**src/rtl/bus_arbiter2_if.sv**
```systemverilog
// Bundle of the two upstream master ports and the single downstream port
// seen by bus_arbiter2. The slave modport is the arbiter's view; the master
// modport is the view of whatever drives the masters and the downstream slave.
interface bus_arbiter2_if #(
  parameter int ADDR_WIDTH = 32,
  parameter int DATA_WIDTH = 32
);
  logic                  i_a_rw;
  logic                  i_a_request;
  logic                  o_a_ready;
  logic [ADDR_WIDTH-1:0] i_a_address;
  logic [DATA_WIDTH-1:0] o_a_rdata;
  logic [DATA_WIDTH-1:0] i_a_wdata;

  logic                  i_b_rw;
  logic                  i_b_request;
  logic                  o_b_ready;
  logic [ADDR_WIDTH-1:0] i_b_address;
  logic [DATA_WIDTH-1:0] o_b_rdata;
  logic [DATA_WIDTH-1:0] i_b_wdata;

  logic                  o_bus_rw;
  logic                  o_bus_request;
  logic                  i_bus_ready;
  logic [ADDR_WIDTH-1:0] o_bus_address;
  logic [DATA_WIDTH-1:0] i_bus_rdata;
  logic [DATA_WIDTH-1:0] o_bus_wdata;

  modport slave (
    input  i_a_rw, i_a_request, i_a_address, i_a_wdata,
    input  i_b_rw, i_b_request, i_b_address, i_b_wdata,
    input  i_bus_ready, i_bus_rdata,
    output o_a_ready, o_a_rdata, o_b_ready, o_b_rdata,
    output o_bus_rw, o_bus_request, o_bus_address, o_bus_wdata
  );

  modport master (
    output i_a_rw, i_a_request, i_a_address, i_a_wdata,
    output i_b_rw, i_b_request, i_b_address, i_b_wdata,
    output i_bus_ready, i_bus_rdata,
    input  o_a_ready, o_a_rdata, o_b_ready, o_b_rdata,
    input  o_bus_rw, o_bus_request, o_bus_address, o_bus_wdata
  );
endinterface

```
**src/rtl/bus_arbiter2.sv**
```systemverilog
// Two-master arbiter in front of the CPU-side port of the bus timing
// controller. Master A = load/store data port, master B = instruction fetch.
// A grant is held until the owning master drops its request, followed by one
// forced-idle TURNAROUND cycle before the next arbitration.
// Optional feature: define BUS_ARBITER2_ROUND_ROBIN_EN to alternate the winner
// of simultaneous requests; otherwise master A always wins a tie.
//
// state       | meaning
// ------------+------------------------------------------------------
// IDLE        | no owner; arbitrate pending requests, bus request low
// GRANT_A     | master A owns the downstream port
// GRANT_B     | master B owns the downstream port
// TURNAROUND  | one cycle of request low after a release
module bus_arbiter2 #(
  parameter int ADDR_WIDTH = 32,
  parameter int DATA_WIDTH = 32
) (
  input logic          i_clock,
  input logic          i_reset,
  bus_arbiter2_if.slave bus
);

  typedef enum logic [1:0] {
    ST_IDLE       = 2'd0,
    ST_GRANT_A    = 2'd1,
    ST_GRANT_B    = 2'd2,
    ST_TURNAROUND = 2'd3
  } state_t;

  state_t state_q, state_d;
  logic   last_grant_q, last_grant_d;   // 0 = A, 1 = B
  logic   tie_pick_b;

  logic                  bus_rw;
  logic                  bus_request;
  logic [ADDR_WIDTH-1:0] bus_address;
  logic [DATA_WIDTH-1:0] bus_wdata;
  logic                  a_ready;
  logic                  b_ready;

  // State and last-grant registers; last_grant resets to B so A wins the first tie.
  always_ff @(posedge i_clock) begin
    if (i_reset) begin
      state_q      <= ST_IDLE;
      last_grant_q <= 1'b1;
    end else begin
      state_q      <= state_d;
      last_grant_q <= last_grant_d;
    end
  end

  // Tie-break choice when both masters request in IDLE.
  always_comb begin
    tie_pick_b = 1'b0;
`ifdef BUS_ARBITER2_ROUND_ROBIN_EN
    tie_pick_b = ~last_grant_q;
`endif
  end

  // Next-state: arbitrate in IDLE, hold grant until the owner releases.
  always_comb begin
    state_d      = state_q;
    last_grant_d = last_grant_q;
    case (state_q)
      ST_IDLE: begin
        if (bus.i_a_request && !(bus.i_b_request && tie_pick_b)) begin
          state_d      = ST_GRANT_A;
          last_grant_d = 1'b0;
        end else if (bus.i_b_request) begin
          state_d      = ST_GRANT_B;
          last_grant_d = 1'b1;
        end
      end
      ST_GRANT_A: begin
        if (!bus.i_a_request) state_d = ST_TURNAROUND;
      end
      ST_GRANT_B: begin
        if (!bus.i_b_request) state_d = ST_TURNAROUND;
      end
      ST_TURNAROUND: state_d = ST_IDLE;
      default:       state_d = ST_IDLE;
    endcase
  end

  // Downstream mux and ready return, selected only by registered state.
  always_comb begin
    bus_rw      = bus.i_a_rw;
    bus_address = bus.i_a_address;
    bus_wdata   = bus.i_a_wdata;
    bus_request = 1'b0;
    a_ready     = 1'b0;
    b_ready     = 1'b0;
    case (state_q)
      ST_GRANT_A: begin
        bus_request = bus.i_a_request;
        a_ready     = bus.i_bus_ready && bus.i_a_request;
      end
      ST_GRANT_B: begin
        bus_rw      = bus.i_b_rw;
        bus_address = bus.i_b_address;
        bus_wdata   = bus.i_b_wdata;
        bus_request = bus.i_b_request;
        b_ready     = bus.i_bus_ready && bus.i_b_request;
      end
      default: ;
    endcase
  end

  assign bus.o_bus_rw      = bus_rw;
  assign bus.o_bus_request = bus_request;
  assign bus.o_bus_address = bus_address;
  assign bus.o_bus_wdata   = bus_wdata;
  assign bus.o_a_ready     = a_ready;
  assign bus.o_b_ready     = b_ready;
  // Read data is broadcast; ready alone qualifies it for each master.
  assign bus.o_a_rdata     = bus.i_bus_rdata;
  assign bus.o_b_rdata     = bus.i_bus_rdata;

endmodule

```
**src/flat_wrapper.sv**
```systemverilog
// flat-port wrapper written by rule: the top's interface ports become plain ports
module bus_arbiter2_flat 
#(
  parameter int ADDR_WIDTH = 32,
  parameter int DATA_WIDTH = 32
)
  (i_clock, i_reset, bus_i_a_rw, bus_i_a_request, bus_i_a_address, bus_i_a_wdata, bus_i_b_rw, bus_i_b_request, bus_i_b_address, bus_i_b_wdata, bus_i_bus_ready, bus_i_bus_rdata, bus_o_a_ready, bus_o_a_rdata, bus_o_b_ready, bus_o_b_rdata, bus_o_bus_rw, bus_o_bus_request, bus_o_bus_address, bus_o_bus_wdata);
  bus_arbiter2_if #(.ADDR_WIDTH(ADDR_WIDTH), .DATA_WIDTH(DATA_WIDTH)) bus_i ();
  input logic i_clock;
  input logic i_reset;
  input wire logic [$bits(bus_i.i_a_rw)-1:0] bus_i_a_rw;
  input wire logic [$bits(bus_i.i_a_request)-1:0] bus_i_a_request;
  input wire logic [$bits(bus_i.i_a_address)-1:0] bus_i_a_address;
  input wire logic [$bits(bus_i.i_a_wdata)-1:0] bus_i_a_wdata;
  input wire logic [$bits(bus_i.i_b_rw)-1:0] bus_i_b_rw;
  input wire logic [$bits(bus_i.i_b_request)-1:0] bus_i_b_request;
  input wire logic [$bits(bus_i.i_b_address)-1:0] bus_i_b_address;
  input wire logic [$bits(bus_i.i_b_wdata)-1:0] bus_i_b_wdata;
  input wire logic [$bits(bus_i.i_bus_ready)-1:0] bus_i_bus_ready;
  input wire logic [$bits(bus_i.i_bus_rdata)-1:0] bus_i_bus_rdata;
  output wire logic [$bits(bus_i.o_a_ready)-1:0] bus_o_a_ready;
  output wire logic [$bits(bus_i.o_a_rdata)-1:0] bus_o_a_rdata;
  output wire logic [$bits(bus_i.o_b_ready)-1:0] bus_o_b_ready;
  output wire logic [$bits(bus_i.o_b_rdata)-1:0] bus_o_b_rdata;
  output wire logic [$bits(bus_i.o_bus_rw)-1:0] bus_o_bus_rw;
  output wire logic [$bits(bus_i.o_bus_request)-1:0] bus_o_bus_request;
  output wire logic [$bits(bus_i.o_bus_address)-1:0] bus_o_bus_address;
  output wire logic [$bits(bus_i.o_bus_wdata)-1:0] bus_o_bus_wdata;
  assign bus_i.i_a_rw = bus_i_a_rw;
  assign bus_i.i_a_request = bus_i_a_request;
  assign bus_i.i_a_address = bus_i_a_address;
  assign bus_i.i_a_wdata = bus_i_a_wdata;
  assign bus_i.i_b_rw = bus_i_b_rw;
  assign bus_i.i_b_request = bus_i_b_request;
  assign bus_i.i_b_address = bus_i_b_address;
  assign bus_i.i_b_wdata = bus_i_b_wdata;
  assign bus_i.i_bus_ready = bus_i_bus_ready;
  assign bus_i.i_bus_rdata = bus_i_bus_rdata;
  assign bus_o_a_ready = bus_i.o_a_ready;
  assign bus_o_a_rdata = bus_i.o_a_rdata;
  assign bus_o_b_ready = bus_i.o_b_ready;
  assign bus_o_b_rdata = bus_i.o_b_rdata;
  assign bus_o_bus_rw = bus_i.o_bus_rw;
  assign bus_o_bus_request = bus_i.o_bus_request;
  assign bus_o_bus_address = bus_i.o_bus_address;
  assign bus_o_bus_wdata = bus_i.o_bus_wdata;
  bus_arbiter2 #(.ADDR_WIDTH(ADDR_WIDTH), .DATA_WIDTH(DATA_WIDTH)) u_core (.i_clock(i_clock), .i_reset(i_reset), .bus(bus_i));
endmodule
```
**config.mk**
```make
export PLATFORM = sky130hd
export DESIGN_NAME = bus_arbiter2_flat
export DESIGN_NICKNAME = d
export VERILOG_FILES = /design/src/rtl/bus_arbiter2_if.sv /design/src/rtl/bus_arbiter2.sv /design/src/flat_wrapper.sv
export SDC_FILE = /design/constraint.sdc
export NUM_CORES = 1
export LEC_CHECK = 0
export BUFFER_PORTS_ARGS = -buffer_cell sky130_fd_sc_hd__buf_4
export CAP_MARGIN = 20
export CELL_PAD_IN_SITES_DETAIL_PLACEMENT = 0
export CELL_PAD_IN_SITES_GLOBAL_PLACEMENT = 1
export CORE_MARGIN = 5
export CORE_UTILIZATION = 13
export CTS_CLUSTER_SIZE = 12
export DETAILED_ROUTE_END_ITERATION = 7
export PLACE_DENSITY = 0.83
export SLEW_MARGIN = 30
export SYNTH_ARGS = -nofsm -noshare
export SYNTH_HDL_FRONTEND = slang
export SYNTH_SLANG_ARGS = --single-unit
```
**constraint.sdc**
```tcl
create_clock -name i_clock -period 1.6 [get_ports i_clock]
set_clock_uncertainty 0.2 [all_clocks]
set_input_delay 0.16 -clock i_clock [delete_from_list [all_inputs] [get_ports i_clock]]
set_output_delay 0.16 -clock i_clock [all_outputs]
set_load 0.01 [all_outputs]
```
==> impl_metrics.json, run 1 <==
{
  "status": "finished, violations left",
  "violations": "setup timing",
  "largest_register_ffs": 2,
  "maxCapViolCount": 0,
  "fmax_mhz": 530.5,
  "hp-start": "bus_i_a_request",
  "postSynth.topFlopCell": "dfxtp_1",
  "io_buffers": 202,
  "grt_max_degree": 21,
  "cts.path.max_buffers": 2,
  "die_area_sq_um": 13500,
  "ios": 299,
  "viasPerCell": 3.849,
  "syn_nets": 328,
  "min_period_over_period_pct": 117.8,
  "hp-class": "primary input to flip-flop",
  "slew_viol_final": 0,
  "dp_hpwl_um": 5886,
  "path_max_fanout": 10,
  "cts_tree": "built",
  "start_kind": "flip-flop",
  "firstDrtPassIters": 4,
  "insertion_delay_ps": 220,
  "synth.distinct_cells": 17,
  "critPathKind": "flip-flop to primary output",
  "layout.nets": 482,
  "synth_top_area_share_pct": 49.91,
  "core_area_sq_um": 10940,
  "maxSlewHeadroom_pct": 81.71,
  "synth_top_area_cell": "mux2_2",
  "p_leak_nw": 1.700,
  "cpMaxStageDelayCell": "mux2_2",
  "drive_gt1_share_pct": 95.47,
  "min_to": "u_core.state_q[1]",
  "synth-edff-count": 0,
  "ys_ff_latch": 2,
  "syn-cell-area_sq_um": 1466,
  "worstHoldPathCells": 3,
  "r2r_cells": 8,
  "regMostFlops": "u_core.state_q",
  "drtIter0Drc": 35,
  "reg2reg_slack_ps": -280,
  "crit_family": "buffers and inverters",
  "cts_buffers": 3,
  "num-fill-cells": 1159,
  "first_global_vias": 1901,
  "arrival_ps": 1530,
  "start_util_pct": 13.41,
  "clock-sinks": 2,
  "setup_viol_count_final": 69,
  "drc": 0,
  "worst-path-stages": 6,
  "fin_crit_ps": 1885,
  "ant_nets": 0,
  "cts-root-buf": "clkbuf_16",
  "avgSynthCellArea_sq_um": 9.340,
  "place_ws_ps": -193.9,
  "die_h_um": 116.2,
  "globalRouteOverflowTotal": 0,
  "yosys_warnings": 0,
  "synthesis.instances": 157,
  "rr_startpoint": "u_core.state_q[0]",
  "synth.top_cells.by_count": "buf_4 (65), mux2_2 (65), buf_6 (4), ha_1 (4)",
  "worst-path-buf-inv": 4,
  "drt_wl_total_um": 7764,
  "fp-row-count": 38,
  "antenna_found_initial": 0,
  "grtUsageTotal_pct": 9.622,
  "htree_num_levels": 1,
  "diodes": 0,
  "grt_pass1_wl_um": 10140,
  "p_per_area_nw_per_um2": 1425,
  "slowest_delay_ps": 330,
  "synth_area_leaders": "mux2_2 (50%), buf_4 (33%), ha_1 (3.4%)",
  "wl_per_cell_um": 17.29,
  "holdWs_ps": 81.14,
  "gp_congestion": 0.8232,
  "vias": 1728,
  "r2r_end": "u_core.state_q[0]",
  "end_kind": "primary output",
  "largestRegisters": "u_core.state_q x2",
  "clk_pin_slew_ps": 30,
  "crit_required_ps": 1240,
  "die_w_um": 116.2,
  "fin_ws_ps": -285.1,
  "area_growth_pct": 127.9,
  "rsz0062_at_grt": "true",
  "hold_viol_final": 0,
  "ys_async_sr_fraction_pct": 0,
  "worstPathCellList": "inv_2, ha_4, buf_12, buf_16, mux2_2, buf_4",
  "seq_area_frac_synth_pct": 2.730,
  "worstMarginPinSlew_ps": 273.3,
  "irDropWorstVdd_uv": 818.4
}
worst max path at each step:
| stage | from | to | slack [ps] |
|---|---|---|---|
| final | u_core.state_q[0] | bus_o_bus_wdata[3] | -290 |
| after global routing | u_core.state_q[0] | bus_o_bus_request | -330 |
| after CTS | u_core.state_q[0] | bus_o_bus_wdata[3] | -300 |
| after detailed placement | u_core.state_q[0] | bus_o_bus_address[31] | -190 |
| after global placement | u_core.state_q[0] | bus_o_bus_address[31] | -170 |
| after floorplan | u_core.state_q[0] | bus_o_bus_address[0] | 1 |
kinds of logic (layout without fill, tap and decap cells):
group	count (synthesis)	in the layout	synth area share, %
buffers and inverters	73	225	37.54
AND/OR/NAND/NOR	6	6	2.219
flip-flops	2	2	2.730
multiplexers	67	67	51.28
AO/OA/AOI/OAI	5	5	2.816
adder cells (fa/ha/maj)	4	4	3.413
metrics by stage:
step | cells | power (mW) | TNS, ps | utilization, % | area, sq um
2_1_floorplan | 157 | 1.905 | 0 | - | 1473
3_3_place_gp | 433 | 3.023 | -6301 | 24.51 | 2680
3_5_place_dp | 433 | 3.058 | -8027 | 24.51 | 2680
4_1_cts | 446 | 4.414 | -17270 | 28.90 | 3161
5_1_grt | 449 | 5.025 | -19780 | 30.56 | 3342
6_report | 449 | 4.764 | -16780 | 30.56 | 3342
area by class of cell:
| cell class | instances | area, sq um | share of cell area, % |
|---|---|---|---|
| Clock buffer | 3 | 75.07 | 2.246 |
| Inverter | 2 | 7.507 | 0.2246 |
| Multi-Input combinational cell | 82 | 1084 | 32.42 |
| Sequential cell | 2 | 42.54 | 1.273 |
| Tap cell | 140 | 175.2 | 5.241 |
| Timing Repair Buffer | 220 | 1958 | 58.59 |
report_power, final:
group | internal (mW) | switching [mW]
sequential | 0.0823 | 0.0221
clock | 0.318 | 0.0532
combinational | 2.67 | 1.62
total | 3.07 | 1.70
worst register-to-register path: stages (launching register included):
cell and delay [ps]:
dfxtp_2 320, inv_2 50, ha_4 160, buf_12 150, buf_12 140, a22o_1 220, buf_4 150, a2111o_1 340
o31ai_1 70
cells in the final DEF, fill, tap and decap left out, types with 2 or more instances in the layout:
cell type / n
and3_1: 2
buf_12: 4
buf_16: 3
buf_4: 164
buf_6: 47
clkbuf_16: 4
dfxtp_2: 2
ha_1: 2
ha_4: 2
inv_2: 2
mux2_2: 20
mux2_4: 45
mux2i_1: 2
nor2_1: 2
layer usage:
layer  up-vias  share of wire [%]  global-route usage (%)
met5         -                  0                       0
met4         0                2.3                   3.016
met3        22                 13                   2.850
met2       137                 49                   17.57
met1       781                 36                   10.71
li1        788                  -                       -
repair_timing:
item                                   CTS  global route
hold buffers                             1             0
resized for setup                       71            36
pin swaps                                2             1
setup endpoints to repair               69            70
endpoints found under the hold margin    1             0
setup buffers                            6             1
gates cloned                             3             2
Power figures use the tool's default switching activity.
==> inputs of run 2 (changes only) <==
--- a/config.mk
+++ b/config.mk
@@ -5,15 +5,17 @@
 export SDC_FILE = /design/constraint.sdc
 export NUM_CORES = 1
 export LEC_CHECK = 0
+export ABC_AREA = 1
 export BUFFER_PORTS_ARGS = -buffer_cell sky130_fd_sc_hd__buf_4
 export CAP_MARGIN = 20
 export CELL_PAD_IN_SITES_DETAIL_PLACEMENT = 0
 export CELL_PAD_IN_SITES_GLOBAL_PLACEMENT = 1
 export CORE_MARGIN = 5
-export CORE_UTILIZATION = 13
+export CORE_UTILIZATION = 14
 export CTS_CLUSTER_SIZE = 12
 export DETAILED_ROUTE_END_ITERATION = 7
-export PLACE_DENSITY = 0.83
+export HOLD_SLACK_MARGIN = 0.1
+export PLACE_DENSITY = 0.9
 export SLEW_MARGIN = 30
 export SYNTH_ARGS = -nofsm -noshare
 export SYNTH_HDL_FRONTEND = slang
==> constraint.sdc (replaced) <==
create_clock -name i_clock -period 2.25 [get_ports i_clock]
set_clock_uncertainty 0.2 [all_clocks]
set_input_delay 0.225 -clock i_clock [delete_from_list [all_inputs] [get_ports i_clock]]
set_output_delay 0.225 -clock i_clock [all_outputs]
set_load 0.01 [all_outputs]
==> impl_metrics.json, run 2 <==
{
  "die_w_um": 115.2,
  "synth_top_area_cell": "nand2_1",
  "layout_common_cells": "nand2_1 (207), buf_4 (203), nor2_1 (8)",
  "netSwitchingPower_mw": 1.083,
  "grtUsageTotal_pct": 8.463,
  "area_growth_pct": 75.79,
  "rr_startpoint": "u_core.state_q[0]",
  "fin_crit_ps": 1972,
  "ys_async_sr_fraction_pct": 0,
  "globalRouteOverflowTotal": 0,
  "synthesis.instances": 308,
  "min_period_over_period_pct": 87.66,
  "intPower_mw": 1.106,
  "cts_tree": "built",
  "viasPerCell": 3.627,
  "reg2reg_slack_ps": 600,
  "antenna_found_initial": 0,
  "fmax_mhz": 507.0,
  "start_util_pct": 14.30,
  "fin_ws_ps": 277.7,
  "num-fill-cells": 1238,
  "fp-row-count": 38,
  "grt_pass1_wl_um": 9163,
  "drt_wl_total_um": 6734,
  "final_common_cell": "nand2_1",
  "syn_nets": 479,
  "clockPowerShare_pct": 6.4,
  "maxSlewHeadroom_pct": 80.15,
  "synth.top_cells.by_count": "nand2_1 (207), buf_4 (66), buf_6 (10)",
  "endpoint": "bus_o_bus_wdata[1]",
  "largestRegisters": "u_core.state_q x2",
  "ant_nets": 0,
  "path_max_fanout": 25,
  "crit_required_ps": 1820,
  "worst-path-buf-inv": 3,
  "setup_viol_count_final": 0,
  "end_kind": "primary output",
  "p_per_area_nw_per_um2": 803.0,
  "diodes": 0,
  "hp-class": "primary input to flip-flop",
  "cpMaxStageDelayCell": "dfxtp_1",
  "maxCapViolCount": 0,
  "critPathKind": "flip-flop to primary output",
  "combPwrFrac_pct": 90.9,
  "insertion_delay_ps": 210,
  "syn-cell-area_sq_um": 1550,
  "crit_start": "u_core.state_q[0]",
  "io_buffers": 202,
  "r2r_cells": 10,
  "cts.path.max_buffers": 2,
  "regMostFlops": "u_core.state_q",
  "hold_viol_final": 0,
  "worstMarginPinSlew_ps": 297.7,
  "wl_per_cell_um": 11.63,
  "cts-root-buf": "clkbuf_8",
  "synth-edff-count": 0,
  "gp_congestion": 0.7409,
  "synth.distinct_cells": 10,
  "drtIter0Drc": 76,
  "largest_register_ffs": 2,
  "clk_pin_slew_ps": 30,
  "first_global_vias": 1900,
  "worst-path-stages": 6,
  "layout.nets": 612,
  "die_h_um": 115.2,
  "p_sw_share_pct": 49.47,
  "stdcell_count": 579,
  "p_seq_share_pct": 2.7,
  "r2r_end": "u_core.state_q[0]",
  "slew_viol_final": 0,
  "dp_hpwl_um": 5629,
  "start_kind": "flip-flop",
  "yosys_warnings": 0,
  "die_area_sq_um": 13280,
  "firstDrtPassIters": 4,
  "avgSynthCellArea_sq_um": 5.033,
  "vias": 2100,
  "rsz0062_at_grt": "false",
  "p_leak_nw": 1.710,
  "arrival_ps": 1550,
  "grt_max_degree": 66,
  "crit_family": "buffers and inverters",
  "worstPathCellList": "inv_1, ha_2, buf_4, nand2_1, nand2_1, buf_4",
  "postSynth.topFlopCell": "dfxtp_1",
  "synth.most_common_cell": "nand2_1",
  "seq_area_frac_synth_pct": 2.583,
  "core_area_sq_um": 10840,
  "slowest_delay_ps": 300,
  "irDropWorstVdd_uv": 564.4,
  "synth_top_area_share_pct": 50.12,
  "dp.cells": 575,
  "htree_num_levels": 1,
  "fin_tns_setup_ps": 0,
  "holdWs_ps": 181.3,
  "status": "completed",
  "post_cts_buffers": 0,
  "ios": 299,
  "place_ws_ps": 450.1,
  "clock-sinks": 2,
  "ys_ff_latch": 2,
  "cts_buffers": 3,
  "post-route-util_pct": 25.14,
  "synth_area_leaders": "nand2_1 (50%), buf_4 (32%), buf_6 (7.3%)",
  "drc": 0,
  "drive_gt1_share_pct": 47.84
}
==> run 2: cell types whose count changed in the layout (fill, tap and decap cells not counted), sizes merged, moves of 2 or more <==
cell   change
buf       -13
and3       -2
nor2       +6
mux2      -65
mux2i      -2
inv        +6
nand2    +207
==> run 2: worst register-to-register path, stage by stage (launching register included) <==
cell and delay [ps]:
dfxtp_1 300, inv_1 120, ha_2 250, buf_12 210, nand2_1 90, nand2_1 60
inv_1 40, nand2_1 120, nand2_1 70, nand2_1 50, nor2_1 30
==> run 2: power by group through the flow <==
stage | clock (mW) | combinational [mW] | sequential [mW]
final | 0.139 | 1.99 | 0.0590
after global routing | 0.149 | 2.22 | 0.0625
after CTS | 0.146 | 2.04 | 0.0590
after detailed placement | 0 | 2.03 | 0.0595
after global placement | 0 | 2.04 | 0.0596
after floorplan | 0 | 1.23 | 0.0582
==> run 2: worst min path at each step <==
| stage | from | to | cells after the start |
|---|---|---|---|
| after floorplan | i_reset | u_core.state_q[1] | 3 |
| after global placement | bus_i_bus_rdata[4] | bus_o_a_rdata[4] | 0 |
| after detailed placement | bus_i_bus_rdata[4] | bus_o_a_rdata[4] | 0 |
| after CTS | bus_i_a_request | u_core.state_q[0] | 5 |
| after global routing | bus_i_a_request | u_core.state_q[0] | 5 |
| final | bus_i_a_request | u_core.state_q[0] | 5 |
==> run 2: logic make-up after synthesis <==
| family | after synthesis | share of synthesized area, % |
|---|---|---|
| AO/OA/AOI/OAI | 1 | 0.3225 |
| adder cells (fa/ha/maj) | 4 | 3.229 |
| buffers and inverters | 86 | 41.81 |
| flip-flops | 2 | 2.583 |
| AND/OR/NAND/NOR | 215 | 52.06 |
==> run 2: stage by stage <==
stage / power, mW / area [sq um]
2_1_floorplan: 1.286 / 1550
3_3_place_gp: 2.099 / 2674
3_5_place_dp: 2.093 / 2674
4_1_cts: 2.244 / 2725
5_1_grt: 2.430 / 2725
6_report: 2.188 / 2725
==> run 2: what timing repair did <==
action                                 in CTS  in global routing
endpoints found under the hold margin       2                  0
gates resized for setup                     0                  0
hold buffers                                1                  0
==> run 2: cell type report <==
type / instances / area, sq um / area share, %
clock buffers: 3 / 41.29 / 1.515
well taps: 140 / 175.2 / 6.428
multi-input cells: 220 / 864.6 / 31.73
flip-flops and latches: 2 / 40.04 / 1.469
inverters: 8 / 30.03 / 1.102
repair buffers: 206 / 1574 / 57.76
==> run 2: per-layer routing <==
metal	share of wire, %	track usage, %
met2	48	15.05
met3	15	3.158
met1	34	9.034
met4	3.1	3.365
met5	0	0
